$ cat config.mk
export PLATFORM = sky130hd
export DESIGN_NAME = video_timing
export DESIGN_NICKNAME = d
export VERILOG_FILES = /design/src/rtl/gpu_timing_pkg.sv /design/src/rtl/wrap_counter.sv /design/src/rtl/video_timing.sv
export SDC_FILE = /design/constraint.sdc
export NUM_CORES = 1
export LEC_CHECK = 0
export CAP_MARGIN = 20
export CELL_PAD_IN_SITES_DETAIL_PLACEMENT = 1
export CELL_PAD_IN_SITES_GLOBAL_PLACEMENT = 2
export CORE_MARGIN = 10
export CORE_UTILIZATION = 36
export DETAILED_ROUTE_END_ITERATION = 7
export GPL_ROUTABILITY_DRIVEN = 1
export PLACE_DENSITY = 0.8
export SLEW_MARGIN = 15
export SYNTH_ARGS = -nofsm -noshare
export SYNTH_HDL_FRONTEND = slang
export SYNTH_SLANG_ARGS = --single-unit
$ cat constraint.sdc
create_clock -name clk -period 5.5 [get_ports clk]
set_clock_uncertainty 0.1 [all_clocks]
set_input_delay 0.825 -clock clk [delete_from_list [all_inputs] [get_ports clk]]
set_output_delay 0.825 -clock clk [all_outputs]
set_load 0.01 [all_outputs]
$ cat src/rtl/gpu_timing_pkg.sv
// Shared raster constants, counter widths and the registered output bundle for video_timing.
package gpu_timing_pkg;

    localparam int HCOUNT_W = 9;
    localparam int VCOUNT_W = 10;
    localparam int GAME_W   = 256;

    localparam int H_VISIBLE_DFLT = 320;
    localparam int H_FRONT_DFLT   = 8;
    localparam int H_SYNC_DFLT    = 48;
    localparam int H_BACK_DFLT    = 24;
    localparam int V_VISIBLE_DFLT = 480;
    localparam int V_FRONT_DFLT   = 10;
    localparam int V_SYNC_DFLT    = 2;
    localparam int V_BACK_DFLT    = 33;
    localparam int X_OFFSET_DFLT  = 32;

    localparam int H_TOTAL_DFLT      = H_VISIBLE_DFLT + H_FRONT_DFLT + H_SYNC_DFLT + H_BACK_DFLT;
    localparam int V_TOTAL_DFLT      = V_VISIBLE_DFLT + V_FRONT_DFLT + V_SYNC_DFLT + V_BACK_DFLT;
    localparam int H_SYNC_START_DFLT = H_VISIBLE_DFLT + H_FRONT_DFLT;
    localparam int H_SYNC_END_DFLT   = H_SYNC_START_DFLT + H_SYNC_DFLT;
    localparam int V_SYNC_START_DFLT = V_VISIBLE_DFLT + V_FRONT_DFLT;
    localparam int V_SYNC_END_DFLT   = V_SYNC_START_DFLT + V_SYNC_DFLT;

    typedef struct packed {
        logic [7:0] current_x;
        logic [7:0] current_y;
        logic       visible;
        logic       writable;
        logic       vblank_start;
        logic       hsync;
        logic       vsync;
    } timing_t;

    localparam timing_t TIMING_RESET = '{
        current_x:    8'd0,
        current_y:    8'd0,
        visible:      1'b0,
        writable:     1'b0,
        vblank_start: 1'b0,
        hsync:        1'b1,
        vsync:        1'b1
    };

    // Half-open interval test [lo, hi).
    function automatic logic in_range(input int value, input int lo, input int hi);
        return (value >= lo) && (value < hi);
    endfunction

endpackage

$ cat src/rtl/wrap_counter.sv
// Free-running up counter that returns to zero after TERMINAL; exposes its next value for zero-lag decode.
module wrap_counter #(
    parameter int               WIDTH    = 9,
    parameter logic [WIDTH-1:0] TERMINAL = '1
) (
    input  logic             clk,
    input  logic             rst,
    input  logic             en,
    output logic [WIDTH-1:0] count,
    output logic [WIDTH-1:0] next_count,
    output logic             wrap
);

    assign wrap = en && (count == TERMINAL);

    always_comb begin
        next_count = count;
        if (en) begin
            next_count = wrap ? '0 : count + WIDTH'(1);
        end
    end

    // NOTE: sequential state is written with <= so every flop samples pre-edge values.
    always_ff @(posedge clk) begin
        if (!rst) begin
            count <= '0;
        end else begin
            count <= next_count;
        end
    end

endmodule

$ cat src/rtl/video_timing.sv
// Raster timing for a 320x480-clock scan of 640x480@60 with a centred 256x240 game area.
// Optional frame_count port is enabled by defining VIDEO_TIMING_FRAME_COUNTER_EN.
module video_timing
    import gpu_timing_pkg::*;
#(
    parameter int H_VISIBLE = H_VISIBLE_DFLT,
    parameter int H_FRONT   = H_FRONT_DFLT,
    parameter int H_SYNC    = H_SYNC_DFLT,
    parameter int H_BACK    = H_BACK_DFLT,
    parameter int V_VISIBLE = V_VISIBLE_DFLT,
    parameter int V_FRONT   = V_FRONT_DFLT,
    parameter int V_SYNC    = V_SYNC_DFLT,
    parameter int V_BACK    = V_BACK_DFLT,
    parameter int X_OFFSET  = X_OFFSET_DFLT
) (
    input  logic       clk,
    input  logic       rst,
    output logic [7:0] current_x,
    output logic [7:0] current_y,
    output logic       visible,
    output logic       writable,
    output logic       vblank_start,
    output logic       hsync,
    output logic       vsync
`ifdef VIDEO_TIMING_FRAME_COUNTER_EN
    ,
    output logic [7:0] frame_count
`endif
);

    localparam int H_TOTAL      = H_VISIBLE + H_FRONT + H_SYNC + H_BACK;
    localparam int V_TOTAL      = V_VISIBLE + V_FRONT + V_SYNC + V_BACK;
    localparam int H_SYNC_START = H_VISIBLE + H_FRONT;
    localparam int V_SYNC_START = V_VISIBLE + V_FRONT;

    logic [HCOUNT_W-1:0] h_count, h_next;
    logic [VCOUNT_W-1:0] v_count, v_next;
    logic                h_wrap, v_wrap;
    int                  h_int, v_int;
    timing_t             timing_d, timing_q;

    wrap_counter #(
        .WIDTH    (HCOUNT_W),
        .TERMINAL (HCOUNT_W'(H_TOTAL - 1))
    ) u_hcount (
        .clk        (clk),
        .rst        (rst),
        .en         (1'b1),
        .count      (h_count),
        .next_count (h_next),
        .wrap       (h_wrap)
    );

    wrap_counter #(
        .WIDTH    (VCOUNT_W),
        .TERMINAL (VCOUNT_W'(V_TOTAL - 1))
    ) u_vcount (
        .clk        (clk),
        .rst        (rst),
        .en         (h_wrap),
        .count      (v_count),
        .next_count (v_next),
        .wrap       (v_wrap)
    );

    // Decode runs on the next-state counters only; the present counts are not needed here.
    logic unused_ok;
    assign unused_ok = &{1'b0, h_count, v_count, v_wrap};

    assign h_int = int'(h_next);
    assign v_int = int'(v_next);

    // NOTE: the default assignment first keeps always_comb free of inferred latches.
    always_comb begin
        timing_d              = TIMING_RESET;
        timing_d.visible      = in_range(h_int, X_OFFSET, X_OFFSET + GAME_W) && (v_int < V_VISIBLE);
        if (timing_d.visible) begin
            timing_d.current_x = 8'(h_next - HCOUNT_W'(X_OFFSET));
        end
        if (v_int < V_VISIBLE) begin
            timing_d.current_y = v_next[8:1];
        end
        timing_d.writable     = (v_int >= V_VISIBLE);
        timing_d.vblank_start = (h_int == 0) && (v_int == V_VISIBLE);
        timing_d.hsync        = !in_range(h_int, H_SYNC_START, H_SYNC_START + H_SYNC);
        timing_d.vsync        = !in_range(v_int, V_SYNC_START, V_SYNC_START + V_SYNC);
    end

    always_ff @(posedge clk) begin
        if (!rst) begin
            timing_q <= TIMING_RESET;
        end else begin
            timing_q <= timing_d;
        end
    end

    assign current_x    = timing_q.current_x;
    assign current_y    = timing_q.current_y;
    assign visible      = timing_q.visible;
    assign writable     = timing_q.writable;
    assign vblank_start = timing_q.vblank_start;
    assign hsync        = timing_q.hsync;
    assign vsync        = timing_q.vsync;

`ifdef VIDEO_TIMING_FRAME_COUNTER_EN
    // Steps on the same edge that raises vblank_start, wrapping naturally at 8 bits.
    always_ff @(posedge clk) begin
        if (!rst) begin
            frame_count <= 8'd0;
        end else if (timing_d.vblank_start) begin
            frame_count <= frame_count + 8'd1;
        end
    end
`endif

endmodule

=== Word level (Yosys, flattened, before mapping) ===
Cells that the tools add are included.

* Output and inout bits: 21
* Register bits after elaboration: 40
* Bits of input ports: 2

* Reduce and logical (&&, ||, !) cells: 11
* Eq/ne operators: 3
* Mux-type cells: 3
* Add/sub/neg operators: 3
* $lt $le $gt $ge: 8

{| class="wikitable"
|+ Operator list
! operator !! count
|-
| $logic_not A32 Y1 || 1
|-
| $eq A10 B10 Y1 const B || 2
|-
| $ge A10 B9 Y1 const B || 2
|-
| $lt A10 B9 Y1 const B || 2
|-
| $mux W10 || 2
|-
| $lt A9 B9 Y1 const B || 2
|-
| $add A10 B1 Y10 const B || 1
|-
| $add A9 B1 Y9 const B || 1
|-
| $eq A9 B9 Y1 const B || 1
|-
| $ge A9 B6 Y1 const B || 1
|-
| $ge A9 B9 Y1 const B || 1
|-
| $mux W9 || 1
|-
| $sub A8 B6 Y8 const B || 1
|-
| $logic_and A1 B1 Y1 || 6
|-
| $reduce_and A2 Y1 || 2
|-
| $logic_not A1 Y1 || 2
|}

=== Logic depth before layout (Yosys ltp) ===
* Depth in word-level cells: 7
* Depth in mapped cells: 9
* Gate-level depth less buffers: 9

=== By module ===
Synthesis repeated with hierarchy kept, for this count alone.

* Cell total of the unflattened synthesis: 200
* Area total of the unflattened synthesis: 1879.3 sq um

{| class="wikitable"
|+ Modules (own cells, without submodules)
! module !! cells each !! instances !! area an instance (sq um) !! seq. area each (sq um)
|-
| video_timing || 72 || 1 || 790.8 || 420.4
|-
| wrap_counter at u_vcount || 69 || 1 || 590.6 || 200.2
|-
| wrap_counter at u_hcount || 59 || 1 || 498.0 || 180.2
|}

=== Least setup slack after synthesis ===
Ideal clock, no wire load.

* Path type: register to register
* Start point: reg u_hcount.count[0]
* End point: reg timing_q (netlist bit writable)
* Slack: 3.075 ns
* Stages on the path, launching flop included: 9
* Data arrival time: 2.210 ns
* Path buffers: 1
* Library setup time: 0.115 ns
* Path through: dfxtp_1 > ha_1 > nand3_2 > nor3_4 > nand4_1 > xor2_1 > mux2_4 > buf_4 > and2_1

* Longest elaborated chain between the ends: 5

{| class="wikitable"
|+ Ends and longest elaborated chain
! element !! RTL line !! text
|-
| from (decl) || wrap_counter.sv:9 || <nowiki>output logic [WIDTH-1:0] count,</nowiki>
|-
| from (signal assigned) || wrap_counter.sv:28 || <nowiki>count <= next_count;</nowiki>
|-
| $eq A9 B9 Y1 * || wrap_counter.sv:14 || <nowiki>assign wrap = en && (count == TERMINAL);</nowiki>
|-
| $logic_and A1 B1 Y1 || wrap_counter.sv:14 ||
|-
| $mux W10 || wrap_counter.sv:19 || <nowiki>next_count = wrap ? '0 : count + WIDTH'(1);</nowiki>
|-
| $mux W10 * || wrap_counter.sv:18 || <nowiki>if (en) begin</nowiki>
|-
| $ge A10 B9 Y1 * || video_timing.sv:83 || <nowiki>timing_d.writable = (v_int >= V_VISIBLE);</nowiki>
|-
| to (signal assigned) || video_timing.sv:93 || <nowiki>timing_q <= timing_d;</nowiki>
|-
| to (decl) || video_timing.sv:40 || <nowiki>timing_t timing_d, timing_q;</nowiki>
|}

Every way passes the cells marked *; elsewhere a longest branch is shown, timed or not.
A chain may end at the register's enable or synchronous reset.

=== Worst setup path in the final report ===
* Start point: reg u_hcount.count[4]
* End point: reg timing_q (netlist bit current_x[1])

* Longest elaborated chain between the ends: 7
* Elaborated cells on any way between the ends: 13
* Those cells by class: add/sub (2); order compare (3); eq/ne (1); mux (3); reduce/logical (4)

{| class="wikitable"
|+ Ends and longest elaborated chain
! element
|-
| branches (longest 7 deep; another with $add A9 B1 Y9)
|}

Several ways; the timed one is not identified.

==> summary.md <==
| Metric | Value |
|---|---|
| Status | `complete, no violations` |
| Mux share of post-synthesis cell area | `1.37%` |
| P per Cell Area | `261 nW/um2` |
| Crit path kind | `reg2reg` |
| DP Area | `2070 um2` |
| Final Power | `0.000573 W` |
| I/O pin cnt | `23` |
| Startpoint Class | `register` |
| Worst-margin pin slew | `0.869 ns` |
| Synth top area share | `43.8%` |
| Cells after Synth | `193` |
| DRC | `0` |
| Number of synthesized flops with an enable pin | `0` |
| First-pass GRT wire length | `8.10 mm` |
| Crit path DAT | `3.05 ns` |
| Vias in the first global route | `1641` |
| DP Wirelength | `3.49 mm` |
| Worst hold path depth | `1` |
| Routed WL per cell | `17.0 um` |
| Vias | `1481` |
| FMAX | `337 MHz` |
| Clk sinks | `40` |
| Starting density of the core | `37.9%` |
| Leakage power | `0.799 nW` |
| Final Cycle Share | `53.9%` |
| Most frequent cells in the layout | `40 x dfxtp_1, 22 x clkdlybuf4s50_1, 14 x nor2_1` |
| Maximum vdd drop | `0.251 mV` |
| Post-synth cell types | `43` |
| Simple-gate share of the synthesized area | `30.8%` |
| Postcts setup bufs | `0` |
| Overflow after GRT | `0` |
| PnR worst setup slack | `2.54 ns` |
| First-pass detailed-route iteration total | `4` |
| Antenna Cells | `0` |
| Antenna Violating Nets Remaining | `0` |
| Post-synthesis area per instance | `9.47 um2` |
| Routability cong. | `0.786` |
| Register area share after synthesis | `43.8%` |
| Hold Slack | `0.438 ns` |
| Area contributors post-synth | `dfxtp_1 44%, xnor2_1 4.3%, ha_1 4.1%` |
| Reg2reg path depth | `6` |
| Hold crit path type | `reg2reg` |
| Post-Syn Area | `1830 um2` |
| Yosys warning count | `0` |
| R2r setup slk | `2.54 ns` |
| Xor-xnor portion of the synthesized cell area | `8.15%` |
| CTS tree | `built` |
| Main combinational cell family by area after synthesis | `simple AND/OR/NAND/NOR gates` |
| Share of layout cells above drive strength 1 | `7.94%` |
| CTS max path bufs | `2` |
| Die width | `91.2 um` |
| Max_cap viols | `0` |
| Routed WL | `4.78 mm` |
| Vias/cell | `5.27` |
| H-Tree Level Count | `2` |
| Iter 0 DRT Violations | `44` |
| CP Capture Type | `register` |
| Num CTS Buffers | `5` |
| Total GRT Usage | `11.9%` |
| CTS Hold Bufs | `0` |
| RSZ-0062 raised after global routing | `no` |
| Setup TNS | `0 ns` |
| Die Area | `8320 um2` |
| Num rows | `25` |
| Largest net degree at the start of global routing | `19` |
| Worst skew pair latency | `0.29 ns` |
| Rel. slew slack | `41.6%` |
| Worst slack at placement | `2.33 ns` |
| Synth Area in Compound Gates | `6.30%` |
| DIE HEIGHT | `91.2 um` |
| Worst r2r src | `u_hcount.count[4]$_SDFF_PN0_` |
| Final net count | `221` |
| Post-CTS resize count | `0` |
| CTS clk-pin slew, worst paths | `0.08 ns` |
| Yosys reg bits | `40` |
| Async SR Flop Fraction | `0%` |
| Top cell type by total area after synthesis | `dfxtp_1` |
| Synth Area in Adders | `4.11%` |
| Crit-path max FO | `18` |
| Fin area | `2190 um2` |
| Synth Net Count | `201` |
| Hold Fails Final Rpt | `0` |
| Core Box Area | `4820 um2` |
| Final worst path period need | `2.96 ns` |
| Worst hold path endpoint | `u_hcount.count[0]$_SDFF_PN0_` |
| Hold_sp | `u_hcount.count[0]$_SDFF_PN0_` |
| Area Overhead vs Synth | `20.1%` |
| Critical Path RT | `5.59 ns` |
| Final setup vio count | `0` |
| Commonest non-fill, non-tap cell in the layout | `dfxtp_1` |
| Ys flop type | `dfxtp_1` |
| Clk root buf | `clkbuf_8` |
| Reg2reg end | `current_x[1]$_SDFF_PN0_` |
| PortBufs | `22` |
| Initial antenna violation count | `0` |
| Max-slew violation count | `0` |
-- routing by layer --
| layer | global-route usage [%] | vias to the layer above | wire, um |
|---|---|---|---|
| met5 | 0 | - | 0 |
| met4 | 5.48 | 0 | 95 |
| met3 | 4.03 | 8 | 215 |
| met2 | 21.4 | 25 | 2550 |
| met1 | 12.1 | 730 | 1920 |
| li1 | - | 718 | - |
-- logic make-up (layout without fill, tap and decap cells) --
group | count (synthesis) | count (layout)
AOI/OAI and AO/OA | 16 | 16
DFF | 40 | 40
buffers and inverters | 19 | 40
muxes | 2 | 2
adders and majority gates | 6 | 6
and+or+nand+nor | 93 | 93
xor gates and xnor gates | 17 | 17
-- synthesized netlist by cell type (3+ instances only) --
| cell | count |
|---|---|
| nor3_1 | 11 |
| buf_6 | 3 |
| nor2_1 | 14 |
| o21a_1 | 3 |
| nand3_1 | 11 |
| nand2_1 | 11 |
| xnor2_1 | 9 |
| dfxtp_1 | 40 |
| ha_1 | 6 |
| and3_1 | 3 |
| nand4_1 | 6 |
| nor4b_1 | 6 |
| clkbuf_1 | 3 |
| xor2_1 | 8 |
| inv_1 | 10 |
| nor4_2 | 4 |
| nor4_1 | 7 |
| and2_1 | 7 |
-- stage by stage --
| step | std cells | utilization (%) |
|---|---|---|
| 6_report | 281 | 45.6 |
| 3_3_place_gp | 273 | 42.9 |
| 4_1_cts | 281 | 45.6 |
| 3_5_place_dp | 273 | 42.9 |
| 2_1_floorplan | 193 | - |
| 5_1_grt | 281 | 45.6 |
-- power breakdown --
| part | switching, W | internal [W] |
|---|---|---|
| sequential | 0.00000292 | 0.000291 |
| clock | 0.000104 | 0.000160 |
| combinational | 0.00000877 | 0.00000583 |
| total | 0.000116 | 0.000457 |
-- sequential cells by signal (all words and copies together) (netlist names) --
register	flops
current_x	8
current_y	8
hsync	1
u_hcount.count	9
u_vcount.count	10
vblank_start	1
visible	1
vsync	1
writable	1
-- worst max-delay path by stage --
stage,depth (start not counted),end,start
2_1_floorplan,8,writable$_SDFF_PN0_,u_hcount.count[0]$_SDFF_PN0_
3_3_place_gp,4,vsync$_SDFF_PN1_,rst
3_5_place_dp,4,vsync$_SDFF_PN1_,rst
4_1_cts,6,current_x[1]$_SDFF_PN0_,u_hcount.count[4]$_SDFF_PN0_
5_1_grt,6,current_x[2]$_SDFF_PN0_,u_hcount.count[4]$_SDFF_PN0_
6_report,6,current_x[1]$_SDFF_PN0_,u_hcount.count[4]$_SDFF_PN0_
-- worst max-delay path, stage by stage, from the launching register on --
cell and delay [ns]:
dfxtp_1 0.43, nand4bb_1 0.52, nor3_4 0.54, nand4_1 0.17, xor2_1 0.29, mux2_4 0.43
nor4b_1 0.35
-- cell type report --
class	instances	area (um2)
multi-input cells	134	926
clock buffers	7	96.3
clock inverters	1	30.0
flip-flops and latches	40	801
fillers	584	2620
well taps	67	83.8
inverters	10	37.5
repair buffers	22	220
Note: power is estimated with default switching activity, not from simulation.
